<file path="src/rtl/sensor_ctrl_pkg.sv">
// rtl/sensor_ctrl_pkg.sv - shared state encoding and sizing helpers for the sensor sampler
package sensor_ctrl_pkg;

  localparam int DEFAULT_DATA_W   = 8;
  localparam int DEFAULT_PERIOD_W = 16;

  typedef enum logic [2:0] {
    ST_IDLE,
    ST_WAIT,
    ST_ENABLE,
    ST_CAPTURE,
    ST_EMIT
  } state_t;

  // Samples per burst; used as a localparam in the top level.
  function automatic int burst_len(input int avg_log2);
    return 1 << avg_log2;
  endfunction

endpackage

</file>
<file path="src/rtl/sensor_period_timer.sv">
// rtl/sensor_period_timer.sv - loadable down-counter flagging the last cycle of a timed state
module sensor_period_timer #(
  parameter int W = 16
) (
  input  logic         i_clk,
  input  logic         i_rst,
  input  logic         i_load,
  input  logic [W-1:0] i_load_val,
  output logic         o_done
);

  logic [W-1:0] r_count;

  // Loaded on entry to a timed state; counts down and parks at zero.
  always_ff @(posedge i_clk) begin
    if (i_rst) begin
      r_count <= '0;
    end else if (i_load) begin
      r_count <= i_load_val;
    end else if (r_count != '0) begin
      r_count <= r_count - 1'b1;
    end
  end

  // A load of L keeps the owning state for exactly L cycles; done marks the last one.
  assign o_done = (r_count == W'(1));

endmodule

</file>
<file path="src/rtl/sensor_sampler.sv">
// rtl/sensor_sampler.sv - periodic burst sampler that averages sensor reads onto a valid/ready stream
module sensor_sampler
  import sensor_ctrl_pkg::*;
#(
  parameter int DATA_W   = DEFAULT_DATA_W,
  parameter int PERIOD_W = DEFAULT_PERIOD_W,
  parameter int AVG_LOG2 = 2,
  parameter int SETTLE   = 1
) (
  input  logic                i_clk,
  input  logic                i_rst,
  input  logic                i_start,
  input  logic [PERIOD_W-1:0] i_period,
  output logic                o_sensor_enable,
  input  logic [DATA_W-1:0]   i_sensor_data,
  output logic [DATA_W-1:0]   o_out_data,
  output logic                o_out_valid,
  input  logic                i_out_ready,
  output logic                o_busy,
  output logic                o_overrun,
  input  logic                i_clear_overrun
);

  localparam int N     = burst_len(AVG_LOG2);
  localparam int ACC_W = DATA_W + AVG_LOG2;
  localparam int CNT_W = (AVG_LOG2 > 0) ? AVG_LOG2 : 1;

  state_t              r_state;
  logic                r_sensor_enable;
  logic [DATA_W-1:0]   r_out_data;
  logic                r_out_valid;
  logic                r_overrun;
  logic [ACC_W-1:0]    r_acc;
  logic [CNT_W-1:0]    r_count;

  logic                w_tmr_load;
  logic [PERIOD_W-1:0] w_tmr_val;
  logic                w_tmr_done;
  logic                w_more;

  assign w_more = (int'(r_count) < N - 1);

  // Timer is reloaded on every entry to WAIT (with period) or ENABLE (with SETTLE).
  always_comb begin
    w_tmr_load = 1'b0;
    w_tmr_val  = '0;
    case (r_state)
      ST_IDLE, ST_EMIT: begin
        if (i_start) begin
          w_tmr_load = 1'b1;
          w_tmr_val  = (i_period != '0) ? i_period : PERIOD_W'(SETTLE);
        end
      end
      ST_WAIT: begin
        if (i_start && w_tmr_done) begin
          w_tmr_load = 1'b1;
          w_tmr_val  = PERIOD_W'(SETTLE);
        end
      end
      ST_CAPTURE: begin
        if (w_more) begin
          w_tmr_load = 1'b1;
          w_tmr_val  = PERIOD_W'(SETTLE);
        end
      end
      default: ;
    endcase
  end

  sensor_period_timer #(
    .W(PERIOD_W)
  ) u_timer (
    .i_clk      (i_clk),
    .i_rst      (i_rst),
    .i_load     (w_tmr_load),
    .i_load_val (w_tmr_val),
    .o_done     (w_tmr_done)
  );

  // Burst sequencing, accumulation and the output handshake with registered outputs.
  always_ff @(posedge i_clk) begin
    if (i_rst) begin
      r_state         <= ST_IDLE;
      r_sensor_enable <= 1'b0;
      r_out_data      <= '0;
      r_out_valid     <= 1'b0;
      r_overrun       <= 1'b0;
      r_acc           <= '0;
      r_count         <= '0;
    end else begin
      if (r_out_valid && i_out_ready) r_out_valid <= 1'b0;
      if (i_clear_overrun) r_overrun <= 1'b0;

      case (r_state)
        ST_IDLE: begin
          if (i_start) begin
            if (i_period != '0) begin
              r_state <= ST_WAIT;
            end else begin
              r_state         <= ST_ENABLE;
              r_sensor_enable <= 1'b1;
            end
          end
        end
        ST_WAIT: begin
          if (!i_start) begin
            r_state <= ST_IDLE;
          end else if (w_tmr_done) begin
            r_state         <= ST_ENABLE;
            r_sensor_enable <= 1'b1;
          end
        end
        ST_ENABLE: begin
          if (w_tmr_done) begin
            r_state         <= ST_CAPTURE;
            r_sensor_enable <= 1'b0;
          end
        end
        ST_CAPTURE: begin
          r_acc <= r_acc + ACC_W'(i_sensor_data);
          if (w_more) begin
            r_count         <= r_count + 1'b1;
            r_state         <= ST_ENABLE;
            r_sensor_enable <= 1'b1;
          end else begin
            r_state <= ST_EMIT;
          end
        end
        ST_EMIT: begin
          r_out_data  <= DATA_W'(r_acc >> AVG_LOG2);
          r_out_valid <= 1'b1;
          if (r_out_valid && !i_out_ready) r_overrun <= 1'b1;
          r_acc   <= '0;
          r_count <= '0;
          if (!i_start) begin
            r_state <= ST_IDLE;
          end else if (i_period != '0) begin
            r_state <= ST_WAIT;
          end else begin
            r_state         <= ST_ENABLE;
            r_sensor_enable <= 1'b1;
          end
        end
        default: r_state <= ST_IDLE;
      endcase
    end
  end

  assign o_sensor_enable = r_sensor_enable;
  assign o_out_data      = r_out_data;
  assign o_out_valid     = r_out_valid;
  assign o_overrun       = r_overrun;
  assign o_busy          = (r_state != ST_IDLE);

endmodule

</file>
<file path="config.mk">
export PLATFORM = sky130hd
export DESIGN_NAME = sensor_sampler
export DESIGN_NICKNAME = d
export VERILOG_FILES = /design/src/rtl/sensor_ctrl_pkg.sv /design/src/rtl/sensor_period_timer.sv /design/src/rtl/sensor_sampler.sv
export SDC_FILE = /design/constraint.sdc
export NUM_CORES = 1
export LEC_CHECK = 0
export BUFFER_PORTS_ARGS = -buffer_cell sky130_fd_sc_hd__buf_2
export CAP_MARGIN = 15
export CORE_ASPECT_RATIO = 1.2
export CORE_MARGIN = 2
export CORE_UTILIZATION = 60
export DETAILED_ROUTE_END_ITERATION = 12
export GPL_TIMING_DRIVEN = 0
export PLACE_DENSITY = 0.84
export SYNTH_ARGS = -nofsm -noshare
export SYNTH_HDL_FRONTEND = slang
export SYNTH_SLANG_ARGS = --single-unit
</file>
<file path="constraint.sdc">
create_clock -name i_clk -period 3.7 [get_ports i_clk]
set_input_delay 0 -clock i_clk [delete_from_list [all_inputs] [get_ports i_clk]]
set_output_delay 0 -clock i_clk [all_outputs]
set_load 0.005 [all_outputs]
</file>
==> flow_summary.yaml <==
critical_path:
  critPathBufInv: 0
  start_kind: "flip-flop"
  crit_type: "reg2reg"
  reg2reg_from: "r_acc[0]"
  crit_family: "compound AO/OA/AOI/OAI gates"
  crit_chain: "ha_1 > fa_1 > a21oi_1 > o211ai_1 > o41ai_1 > mux2_2 > nor2_1"
  reg2regPathDepth: 7
  reg2reg_setup_slack_ns: 1.40
  critPathMaxStageDelay_ns: 0.41
  slowest_stage: "fa_1"
  crit_required_ns: 3.94
  worst-path-max-fanout: 3
  r2r_end: "r_acc[8]"
  critPathArrivalTime_ns: 2.54
  cp-end-kind: "flip-flop"
clock_network:
  clk_path_buf_depth: 2
  cts_tree: "built"
  cts_max_level: 2
  clk_pin_slew_ns: 0.08
  cts_root_buf: "clkbuf_8"
  cts_setup_buffers: 0
  cts_buffers: 5
  cts_sinks: 42
  clk_latency_ns: 0.30
route:
  first_pass_iters: 4
  via_count: 2276
  drt-initial-drc-count: 117
  avgViaCountPerCell: 5.61
  drc: 0
  routedWlPerCell_microns: 13.8
  final_antenna_net_count: 0
  routed_wl_mm: 5.62
pwr:
  peakVddDrop_mv: 0.333
  p_clk_share_pct: 25.8
  p_sw_share_pct: 34.4
  power_density_mw_per_mm2: 482
  p_leak_nw: 1.21
  p_seq_share_pct: 40.2
  p_sw_mw: 0.489
  intPower_mw: 0.931
  combPwrFrac_pct: 34.0
logic_synthesis:
  syn_nets: 328
  synth_cell_type_count: 51
  seq_area_frac_synth_pct: 35.1
  synth_top_cell_area_share_pct: 35.1
  yosysWarnings: 0
  yosysMostFrequentCell: "dfxtp_1"
  synthTopCellsByCount: "42 x dfxtp_1, 34 x nor2_1, 30 x nand2_1, 22 x a21oi_1, 17 x a22oi_1"
  syn_avg_cell_area_sq_um: 8.34
  synthesis.area_sq_mm: 0.00239
  synth_enable_flop_cells: 0
  async_flop_share_pct: 0
  ys_top_cells_by_area: "dfxtp_1 35%, ha_1 5.8%, a22oi_1 5.3%"
  syn_inst: 287
  synth_largest_area_cell: "dfxtp_1"
  synth-seq-cells: 42
  synthFlopType: "dfxtp_1"
timing:
  fmax_ghz: 0.436
  rsz0062_at_grt: "false"
  skew_ns: 0.00697
  fin_crit_sh_pct: 62.0
  tightest_slew_ns: 0.529
  setup_viol: 0
  tns_ns: 0
  timing.final.crit_period_ns: 2.30
  max_slew_margin_pct: 64.5
  final_max_slew_viol_count: 0
  final_hold_viol_count: 0
global_route:
  grt_first_pass_wirelength_mm: 9.47
  grt.total_usage_pct: 27.4
  grt_pass1_vias: 2199
  overflow: 0
  grt_max_degree: 15
  antenna_found_initial: 0
hold_path:
  min_from: "i_rst"
  holdPathStages: 3
  min_to: "r_acc[7]"
  hold_path.class: "in2reg"
floorplan:
  die_area_sq_mm: 0.00451
  io_pins: 41
  placementRows: 25
  initial_core_util_pct: 61.7
  dieHeight_microns: 73.2
  core_sq_mm: 0.00388
  die_x_microns: 61.6
flow_run:
  maxCapViolations: 0
layout:
  synthToLayoutAreaGrowth_pct: 23.1
  diodes: 0
  final_cells: 406
  nets: 392
  drive_above_1_share_pct: 17.6
  nFillCells: 326
place:
  io_buffers: 40
  dp_cells: 381
  dpl.hpwl_mm: 4.07
  gp_congestion: 0.956
run_status:
  outcome: "complete, no violations"
[area by class of cell]
class                   instances  area [sq um]  area share, %
clock buffers                   5          68.8           2.34
flip-flops and latches         42           841           28.6
repair buffers                 57           370           12.6
well taps                      54          67.6           2.29
clock inverters                 3          45.0           1.53
inverters                      10          37.5           1.27
multi-input cells             222          1450           49.1
plain buffers                  13          67.6           2.29
[stage by stage]
| step | cell area [sq um] | power, mW | setup WS, ns | hold WS (ns) | utilization (%) |
|---|---|---|---|---|---|
| 2_1_floorplan | 2390 | 0.929 | 1.74 | 0.136 | - |
| 3_3_place_gp | 2660 | 1.02 | 1.55 | 0.259 | 68.6 |
| 3_5_place_dp | 2660 | 1.04 | 1.48 | 0.267 | 68.6 |
| 4_1_cts | 2940 | 1.42 | 1.45 | 0.0313 | 75.9 |
| 5_1_grt | 2940 | 1.50 | 1.29 | 0.0878 | 75.9 |
| 6_report | 2940 | 1.42 | 1.40 | 0.0431 | 75.9 |
[timing repair]
| action | CTS | global route |
|---|---|---|
| hold buffers | 17 | 0 |
| resized for setup | 0 | 0 |
| endpoints found under the hold margin | 17 | 0 |
[worst min-delay path, cell delays in order]
cell and delay, ns:
buf_2 0.12, or3_1 0.11, o211ai_1 0.07
[cells in the final DEF, fill, tap and decap left out, drive strengths merged, types with 3 or more instances in the layout]
| master | count |
|---|---|
| buf | 45 |
| dfxtp | 42 |
| nor2 | 34 |
| nand2 | 30 |
| a21oi | 22 |
| a22oi | 17 |
| dlygate4sd3 | 17 |
| clkbuf | 13 |
| ha | 11 |
| inv | 10 |
| nor3 | 10 |
| nor4 | 8 |
| xor2 | 7 |
| xnor2 | 7 |
| o21ai | 7 |
| nand3 | 6 |
| nand2b | 5 |
| or3 | 4 |
| nand3b | 4 |
| nand4 | 4 |
| o211ai | 4 |
| or4 | 4 |
| a211oi | 4 |
| and2 | 3 |
| o41ai | 3 |
| nor2b | 3 |
| nor4b | 3 |
[kinds of logic after synthesis]
| group | synth area share, % |
|---|---|
| AOI/OAI and AO/OA | 19.9 |
| and+or+nand+nor | 27.9 |
| muxes | 0.941 |
| DFF | 35.1 |
| xor gates and xnor gates | 5.13 |
| adders and majority gates | 6.59 |
| buffers and inverters | 4.39 |
[power groups by stage]
stage / Clock [mW] / Combinational, mW / Sequential [mW]
2_1_floorplan: 0 / 0.365 / 0.565
6_report: 0.366 / 0.483 / 0.570
3_3_place_gp: 0 / 0.449 / 0.575
5_1_grt: 0.386 / 0.536 / 0.579
3_5_place_dp: 0 / 0.458 / 0.579
4_1_cts: 0.371 / 0.478 / 0.569
[worst max-delay path by stage]
stage	start	depth (start not counted)	slack, ns	end
final	r_acc[0]	7	1.40	r_acc[8]
after global routing	r_acc[0]	7	1.29	r_acc[8]
after CTS	r_acc[0]	7	1.45	r_acc[8]
after detailed placement	r_acc[0]	7	1.48	r_acc[8]
after global placement	r_acc[0]	7	1.55	r_acc[8]
after floorplan	r_acc[0]	7	1.74	r_acc[8]
[sequential cells by signal, indices dropped and copies added (netlist names)]
signal / count
r_count: 2
o_sensor_enable: 1
u_timer.r_count: 16
o_out_data: 8
r_acc: 10
r_state: 3
o_overrun: 1
o_out_valid: 1
[metal layers]
layer	GRT usage, %	up-vias	wire [microns]
li1	-	1171	-
met3	3.90	5	268
met4	9.22	0	68
met5	0	-	0
met1	30.9	1038	2270
met2	50.8	62	3010
Power figures use the tool's default switching activity.
